--- src/rtl/hr_node_mc_pkg.sv ---
// Shared flit field layout and helpers for the multi-channel hierarchical-ring node.
// Flit: bit 0 valid, bits [ADDR_W:1] dest, remaining bits opaque payload.
package hr_node_mc_pkg;

  localparam int VALID_BIT = 0;
  localparam int DEST_LSB  = 1;
  localparam int DEFL_W    = 16;

  function automatic int dest_msb(input int addr_w);
    return DEST_LSB + addr_w - 1;
  endfunction

  // Saturating add used for the shared deflection counter.
  function automatic logic [DEFL_W-1:0] sat_add(input logic [DEFL_W-1:0] a,
                                                input logic [DEFL_W-1:0] b);
    logic [DEFL_W:0] s;
    s = {1'b0, a} + {1'b0, b};
    return s[DEFL_W] ? {DEFL_W{1'b1}} : s[DEFL_W-1:0];
  endfunction

endpackage

--- src/rtl/hr_eject_fifo.sv ---
// Small per-channel eject FIFO. cnt_ok reports whether a push can be taken this
// cycle, counting a same-cycle pop as freeing a slot.
module hr_eject_fifo #(
  parameter int FLIT_W = 144,
  parameter int DEPTH  = 2
) (
  input  logic              clk,
  input  logic              rst,
  input  logic              push,
  input  logic [FLIT_W-1:0] din,
  input  logic              pop,
  output logic [FLIT_W-1:0] dout,
  output logic              vld,
  output logic              cnt_ok
);

  localparam int PTR_W = $clog2(DEPTH);
  localparam int CNT_W = $clog2(DEPTH + 1);

  logic [FLIT_W-1:0] mem_q [DEPTH];
  logic [PTR_W-1:0]  wr_ptr_q, wr_ptr_d;
  logic [PTR_W-1:0]  rd_ptr_q, rd_ptr_d;
  logic [CNT_W-1:0]  cnt_q, cnt_d;
  logic              do_pop;

  assign do_pop = pop && (cnt_q != '0);
  assign vld    = (cnt_q != '0);
  assign dout   = mem_q[rd_ptr_q];
  assign cnt_ok = (cnt_q < CNT_W'(DEPTH)) || do_pop;

  // DEPTH is a power of two, so pointer wrap is the natural binary overflow.
  always_comb begin
    wr_ptr_d = wr_ptr_q;
    rd_ptr_d = rd_ptr_q;
    cnt_d    = cnt_q;
    if (push)   wr_ptr_d = wr_ptr_q + 1'b1;
    if (do_pop) rd_ptr_d = rd_ptr_q + 1'b1;
    case ({push, do_pop})
      2'b10:   cnt_d = cnt_q + 1'b1;
      2'b01:   cnt_d = cnt_q - 1'b1;
      default: cnt_d = cnt_q;
    endcase
  end

  always_ff @(posedge clk or posedge rst) begin
    if (rst) begin
      wr_ptr_q <= '0;
      rd_ptr_q <= '0;
      cnt_q    <= '0;
    end else begin
      wr_ptr_q <= wr_ptr_d;
      rd_ptr_q <= rd_ptr_d;
      cnt_q    <= cnt_d;
    end
  end

  always_ff @(posedge clk) begin
    if (push) mem_q[wr_ptr_q] <= din;
  end

endmodule

--- src/rtl/hr_node_mc.sv ---
// N_CH-channel hierarchical-ring node: registered ring stage, eject with
// deflection on full FIFO, slot-based injection, starvation detect, deflection count.
module hr_node_mc
  import hr_node_mc_pkg::*;
#(
  parameter int                ADDR_W    = 4,
  parameter logic [ADDR_W-1:0] ADDR      = 4'b0010,
  parameter int                N_CH      = 2,
  parameter int                FLIT_W    = 144,
  parameter int                EJ_DEPTH  = 2,
  parameter int                STARVE_TH = 8
) (
  input  logic                     clk,
  input  logic                     rst,
  input  logic [N_CH*FLIT_W-1:0]   port_i,
  output logic [N_CH*FLIT_W-1:0]   port_o,
  input  logic [N_CH*FLIT_W-1:0]   port_local_i,
  output logic [N_CH-1:0]          portl_ack,
  output logic [N_CH*FLIT_W-1:0]   port_local_o,
  output logic [N_CH-1:0]          portl_o_vld,
  input  logic [N_CH-1:0]          portl_o_rdy,
  output logic [N_CH-1:0]          starve_o,
  output logic [DEFL_W-1:0]        defl_cnt
);

  localparam int DEST_MSB = dest_msb(ADDR_W);
  localparam int SV_W     = $clog2(STARVE_TH + 1);

  logic [N_CH-1:0]   defl;
  logic [DEFL_W-1:0] defl_sum;
  logic [DEFL_W-1:0] defl_cnt_q, defl_cnt_d;

  for (genvar c = 0; c < N_CH; c++) begin : g_ch
    logic [FLIT_W-1:0] in_f, loc_f, head, out_d, out_q;
    logic              hit, ej_ok, push, pop, vld, slot_empty, ack, defl_c;
    logic [SV_W-1:0]   stv_cnt_d, stv_cnt_q;
    logic              starve_d, starve_q;

    assign in_f  = port_i[c*FLIT_W +: FLIT_W];
    assign loc_f = port_local_i[c*FLIT_W +: FLIT_W];
    assign pop   = vld && portl_o_rdy[c];

    hr_eject_fifo #(.FLIT_W(FLIT_W), .DEPTH(EJ_DEPTH)) u_fifo (
      .clk    (clk),
      .rst    (rst),
      .push   (push),
      .din    (in_f),
      .pop    (pop),
      .dout   (head),
      .vld    (vld),
      .cnt_ok (ej_ok)
    );

    // The slot is free when nothing arrives or the arriving flit was ejected.
    always_comb begin
      hit        = in_f[VALID_BIT] && (in_f[DEST_MSB:DEST_LSB] == ADDR);
      push       = hit && ej_ok;
      defl_c     = hit && !ej_ok;
      slot_empty = !in_f[VALID_BIT] || push;
      ack        = slot_empty && loc_f[VALID_BIT] && !rst;
      out_d      = '0;
      if (ack)             out_d = loc_f;
      else if (!slot_empty) out_d = in_f;
      stv_cnt_d = '0;
      if (loc_f[VALID_BIT] && !ack)
        stv_cnt_d = (stv_cnt_q == SV_W'(STARVE_TH)) ? stv_cnt_q : stv_cnt_q + 1'b1;
      starve_d = (stv_cnt_d == SV_W'(STARVE_TH));
    end

    always_ff @(posedge clk or posedge rst) begin
      if (rst) begin
        out_q     <= '0;
        stv_cnt_q <= '0;
        starve_q  <= 1'b0;
      end else begin
        out_q     <= out_d;
        stv_cnt_q <= stv_cnt_d;
        starve_q  <= starve_d;
      end
    end

    assign defl[c]                            = defl_c;
    assign portl_ack[c]                       = ack;
    assign port_o[c*FLIT_W +: FLIT_W]         = out_q;
    assign port_local_o[c*FLIT_W +: FLIT_W]   = head;
    assign portl_o_vld[c]                     = vld;
    assign starve_o[c]                        = starve_q;
  end

  always_comb begin
    defl_sum = '0;
    for (int i = 0; i < N_CH; i++) defl_sum = defl_sum + DEFL_W'(defl[i]);
    defl_cnt_d = sat_add(defl_cnt_q, defl_sum);
  end

  always_ff @(posedge clk or posedge rst) begin
    if (rst) defl_cnt_q <= '0;
    else     defl_cnt_q <= defl_cnt_d;
  end

  assign defl_cnt = defl_cnt_q;

endmodule

--- config.mk ---
export PLATFORM = sky130hd
export DESIGN_NAME = hr_node_mc
export DESIGN_NICKNAME = d
export VERILOG_FILES = /design/src/rtl/hr_node_mc_pkg.sv /design/src/rtl/hr_eject_fifo.sv /design/src/rtl/hr_node_mc.sv
export SDC_FILE = /design/constraint.sdc
export NUM_CORES = 1
export LEC_CHECK = 0
export ABC_AREA = 1
export CAP_MARGIN = 40
export CORE_AREA = 2 2 458 460
export CTS_CLUSTER_SIZE = 10
export DETAILED_ROUTE_END_ITERATION = 10
export DIE_AREA = 0 0 460 462
export SYNTH_ARGS = -nofsm -noshare
export SYNTH_HDL_FRONTEND = slang
export SYNTH_SLANG_ARGS = --single-unit
--- constraint.sdc ---
create_clock -name clk -period 13 [get_ports clk]
set_clock_uncertainty 0.15 [all_clocks]
set_input_delay 1.3 -clock clk [delete_from_list [all_inputs] [get_ports clk]]
set_output_delay 1.3 -clock clk [all_outputs]
set_load 0.05 [all_outputs]
After elaboration in Yosys (flattened, before gate mapping)
Memory sizes are Yosys's and may differ from the RTL's.
Index checks and enable logic that the tools add are counted.
- mux-type cells: 15
- reduce and logical (&&, ||, !) cells: 31
- $add $sub $neg: 12
- equal/unequal tests: 10
- order comparisons: 2
- operators with widths (cell ; count):
    $mux 144 ; 4
    $add 16x2->17 ; 1
    $eq 4x4->1 const B ; 4
    $logic_and 1x1->1 ; 16
    $mux 16 ; 1
    $mux 4 ; 4
    $add 4x1->4 const B ; 2
    $eq 4x2->1 const B ; 2
    $pmux 2 s2 ; 2
    $reduce_bool 2->1 ; 4
    $logic_not 1->1 ; 7
    $add 1x1->1 const B ; 4
    $add 2x1->2 const B ; 2
    $eq 2x1->1 const B ; 2
    $eq 2x2->1 const B ; 2
    $logic_or 1x1->1 ; 4
    $lt 2x2->1 const B ; 2
    $mux 1 ; 4
    $sub 2x1->2 const B ; 2
    $add 1x1->2 ; 1
- RAM bits: 576
- memories: 2
- bits in registers: 322
- output and inout port bits: 598
- input bits: 580
- word-level logic and storage cells: 85
- memory list (memory ; words ; width ; read ports ; clocked after memory_dff ; wr ports ; line ; RTL):
    g_ch[0].u_fifo.mem_q ; 2 ; 144 ; 1 ; 0 ; 1 ; hr_eject_fifo.sv:20 ; logic [FLIT_W-1:0] mem_q [DEPTH];
    g_ch[1].u_fifo.mem_q ; 2 ; 144 ; 1 ; 0 ; 1 ; hr_eject_fifo.sv:20 ;

Logic depth before layout (Yosys ltp)
- word-level depth: 12
- mapped depth: 13
- mapped depth without buffers: 13

Hierarchy
A second synthesis with hierarchy kept.
- cell total of the unflattened synthesis: 2992
- area, all modules: 34715.8 um2
- by module, submodules not included (module ; cells each ; area an instance (um2) ; instances ; seq. area each (um2)):
    hr_eject_fifo ; 781 ; 10889.2 ; 2 ; 8748.4
    hr_node_mc ; 1430 ; 12937.4 ; 1 ; 7857.5

Least setup slack after synthesis
Ideal clock, no wire load.
- path type: input to register
- from: input port port_i[144]
- to: memory g_ch[1].u_fifo.mem_q[0][0], enable pin
- required time: 12.200 ns
- slack: 4.218 ns
- data arrival time: 7.982 ns
- library setup time: 0.650 ns
- buffers on the path: 2
- cell stages on the path: 6
- cells stage by stage: buf_4 nand2_1 nor2_2 nand2_2 clkbuf_1 nor2_1
- cells in the longest elaborated chain, start to end: 4
- RTL lines (what ; line ; RTL):
    from (decl) ; hr_node_mc.sv:15 ; input logic [N_CH*FLIT_W-1:0] port_i,
    $logic_and 1x1->1 ; hr_node_mc.sv:56 ; hit = in_f[VALID_BIT] && (in_f[DEST_MSB:DEST_LSB] == ADDR);
    $logic_and 1x1->1 ; hr_node_mc.sv:57 ; push = hit && ej_ok;
    $mux 1 ; hr_eject_fifo.sv:58 ; if (push) mem_q[wr_ptr_q] <= din;
    $mux 1 (not written as such) ; hr_eject_fifo.sv:58 ;
    to (decl) ; hr_eject_fifo.sv:20 ;
No other way between the ends.

Worst setup path after layout
- from: input port port_i[3]
- to: output port portl_ack[0]
- cells in the longest elaborated chain, start to end: 6
- RTL lines (what ; line ; RTL):
    $eq 4x2->1 ; hr_node_mc.sv:56 ;
    $logic_and 1x1->1 ; hr_node_mc.sv:56 ;
    $logic_and 1x1->1 ; hr_node_mc.sv:57 ;
    $logic_or 1x1->1 ; hr_node_mc.sv:59 ; slot_empty = !in_f[VALID_BIT] || push;
    $logic_and 1x1->1 (2 in series) ; hr_node_mc.sv:60 ; ack = slot_empty && loc_f[VALID_BIT] && !rst;
    to (decl) ; hr_node_mc.sv:18 ; output logic [N_CH-1:0] portl_ack,
No other way between the ends.

==> results_dict.tcl <==
set metrics [dict create \
    cts_tree "done" \
    power-per-cell-area_mw_per_mm2 199 \
    hold_violations 0 \
    start_util_pct 16.3 \
    die_height_um 462 \
    post-route-min-period_ns 6.26 \
    total_leakage_power_nw 21.5 \
    flow.area_growth_from_synthesis_pct 56.7 \
    fmax_mhz 160 \
    vias_per_cell 3.94 \
    placed_area_sq_mm 0.0493 \
    reg2reg_depth 6 \
    postRouteAntennaNets 0 \
    detailed_place_hpwl_um 160000 \
    placement.io_buffers 1177 \
    clock_sinks 898 \
    setup_repair_after_global_routing_missed_its_margin "no" \
    design.die.area_sq_mm 0.213 \
    drc_errors 0 \
    cts_root_buffer "sky130_fd_sc_hd__clkbuf_16" \
    total_power_draw_w 0.0106 \
    ir_drop_mv 0.134 \
    utilization_pct 25.6 \
    maxCapViolCount 0 \
    detailedRoute.firstPassIterationCount 6 \
    syn-cell-area_sq_mm 0.0340 \
    hold_path.class "reg2reg" \
    timing.critical_path.mode_cell "sky130_fd_sc_hd__clkdlybuf4s50_1" \
    postCtsSetupBuffers 0 \
    routability_congestion 0.901 \
    number_of_antenna_violations_at_the_first_check_in_global_routing 112 \
    crit_path_start_kind "primary input" \
    worst_path_max_stage_delay_ns 0.94 \
    reg2reg_slack_ns 9.35 \
    synth.avg_cell_area_sq_um 11.5 \
    cts-hold-fix-buffers 0 \
    worst_hold_depth 1 \
    clock_latency_ns 0.77 \
    run_status "complete, no violations" \
    worstHoldStart "g_ch[1].u_fifo.cnt_q[0]" \
    ys_seq_area_share_pct 74.6 \
    tightestPinTransition_ns 1.21 \
    most_frequent_cells_in_the_layout "sky130_fd_sc_hd__nand2_1 (1464), sky130_fd_sc_hd__clkdlybuf4s50_1 (1175), sky130_fd_sc_hd__edfxtp_1 (576)" \
    detailroute.via_count 27600 \
    global_route_wire_length_before_repair_um 261000 \
    worst-setup-path-type "in2out" \
    wl_per_cell_um 28.9 \
    pre_cts_slack_ns 6.65 \
    postSynthCellCount 2967 \
    worstPathMaxFanout 87 \
    number_of_nets_produced_by_synthesis 3555 \
    setup.worst_path.end_class "output pin" \
    finalSetupTns_ns 0 \
    timing.final.crit_share_pct 48.2 \
    fin_area_sq_mm 0.0532 \
    timing.final.ws_setup_ns 6.74 \
    row_count 168 \
    cts.reportedPaths.clkPinSlew_ns 0.06 \
    ys_warn_count 0 \
    cts_buffers 113 \
    drv_slew 0 \
    detail_route.iter0.violations 2140 \
    cts-root-to-sink-buffers 3 \
    max-slew-margin-rel_pct 19.2 \
    crit_chain "clkdlybuf4s50_1 -> inv_1 -> nand3_1 -> nor2_2 -> nand2_8 -> nand2_2 -> nand2_4 -> inv_6 -> clkdlybuf4s50_1" \
    grt_pass1_vias 27300 \
    worst-endpoint-required_ns 11.55 \
    track_usage_pct 18.4 \
    grt-ovfl-total 0 \
    rr_endpoint "g_ch[0].u_fifo.mem_q[0][42]" \
    timing.final.setup_violations 0 \
    hold_worst_path_end "g_ch[1].u_fifo.cnt_q[0]" \
    cts.htree.levels 3 \
    core-area_sq_mm 0.208 \
    grt_max_degree 134 \
    detail_route.wirelength_um 202000 \
    boundaryPins 1178 \
    crit_slowest_cell "sky130_fd_sc_hd__clkdlybuf4s50_1" \
    arrival_time_reported_for_the_critical_path_endpoint_ns 4.81 \
    ys_types 27 \
    final_net_count 4747 \
    reg2reg_from "g_ch[0].u_fifo.cnt_q[1]" \
    ys_ff_latch 898 \
    die_width_um 460 \
    cts-resized-gates 0 \
    drive_gt1_share_pct 5.78 \
    layout_commonest_cell "sky130_fd_sc_hd__nand2_1" \
]
## worst max-delay path, delay by kind of cell
family,cells,cell delay (ns)
buffers and inverters,4,2.15
and+or+nand+nor,5,1.31
## cell usage after synthesis
cell | number | area [sq um]
sky130_fd_sc_hd__a21oi_1 | 4 | 20.0
sky130_fd_sc_hd__buf_1 | 9 | 33.8
sky130_fd_sc_hd__buf_2 | 27 | 135
sky130_fd_sc_hd__buf_4 | 8 | 60.1
sky130_fd_sc_hd__buf_6 | 20 | 225
sky130_fd_sc_hd__clkbuf_1 | 97 | 364
sky130_fd_sc_hd__dfrtp_1 | 322 | 8060
sky130_fd_sc_hd__edfxtp_1 | 576 | 17300
sky130_fd_sc_hd__fa_1 | 1 | 20.0
sky130_fd_sc_hd__ha_1 | 7 | 87.6
sky130_fd_sc_hd__inv_1 | 43 | 161
sky130_fd_sc_hd__inv_2 | 4 | 15.0
sky130_fd_sc_hd__nand2_1 | 1464 | 5500
sky130_fd_sc_hd__nand2_2 | 3 | 18.8
sky130_fd_sc_hd__nand2_4 | 3 | 33.8
sky130_fd_sc_hd__nand3_1 | 304 | 1520
sky130_fd_sc_hd__nand3b_1 | 3 | 22.5
sky130_fd_sc_hd__nand4_1 | 1 | 6.26
sky130_fd_sc_hd__nor2_1 | 27 | 101
sky130_fd_sc_hd__nor2_2 | 2 | 12.5
sky130_fd_sc_hd__nor3_1 | 6 | 30.0
sky130_fd_sc_hd__o21ai_0 | 8 | 40.0
sky130_fd_sc_hd__o21ai_2 | 2 | 17.5
sky130_fd_sc_hd__o22ai_1 | 6 | 37.5
sky130_fd_sc_hd__or2_2 | 6 | 37.5
sky130_fd_sc_hd__xnor2_1 | 7 | 61.3
sky130_fd_sc_hd__xor2_1 | 7 | 61.3
## sequential cells by signal, summed over array words and instances, names as in the netlist
name,cells
g_ch.u_fifo.mem_q,576
g_ch.stv_cnt_q,8
g_ch.u_fifo.rd_ptr_q,2
defl_cnt,16
g_ch.starve_q,2
g_ch.u_fifo.cnt_q,4
g_ch.out_q,288
g_ch.u_fifo.wr_ptr_q,2
## metal layers
layer  vias up  GRT usage [%]  wire length [um]
met2      1509           27.6             88700
met4        12           7.13              6490
met3       369           10.0             27800
met5         -          0.611               255
li1      12200              -                 -
met1     13500           21.8             79200
## area by class of cell
type / instances / area [sq um]
timing repair buffer: 1238 / 12700
fill: 21900 / 155000
tap: 2720 / 3400
sequential: 898 / 25400
inverter: 47 / 204
antenna: 33 / 82.6
clock inverter: 26 / 452
multi-input combinational: 1861 / 7680
clock buffer: 189 / 3360
## kinds of logic (layout without fill, tap and decap cells)
group                    count (synthesis)  in the layout  synth area share, %
other                                    0             33                    0
flip-flops                             898            898                 74.6
AO/OA/AOI/OAI                           20             20                0.339
AND/OR/NAND/NOR                       1819           1819                 21.4
adder cells (fa/ha/maj)                  8              8                0.317
buffers and inverters                  208           1500                 2.93
XOR/XNOR                                14             14                0.361
## how the worst max path moves through the flow
stage	from	end	depth (start not counted)
global placement	port_i[3]	portl_ack[0]	9
floorplan	rst	defl_cnt[0]	1
CTS	port_i[3]	portl_ack[0]	9
finish	port_i[3]	portl_ack[0]	9
detailed placement	port_i[3]	portl_ack[0]	9
global route	port_i[3]	portl_ack[0]	9
## power breakdown
group / switching [W] / internal, W / total (W)
clock network: 0.00131 / 0.00194 / 0.00324
logic: 0.00294 / 0.00113 / 0.00407
registers: 0.0000979 / 0.00317 / 0.00326
total: 0.00434 / 0.00623 / 0.0106
## stage by stage
stage,instances,hold slack [ns]
after detailed placement,6759,0.395
after floorplan,2967,0.335
after global placement,6731,0.378
after CTS,6974,0.406
final,7012,0.404
after global routing,7008,0.428
No activity file was read; power rests on OpenSTA's default activity.
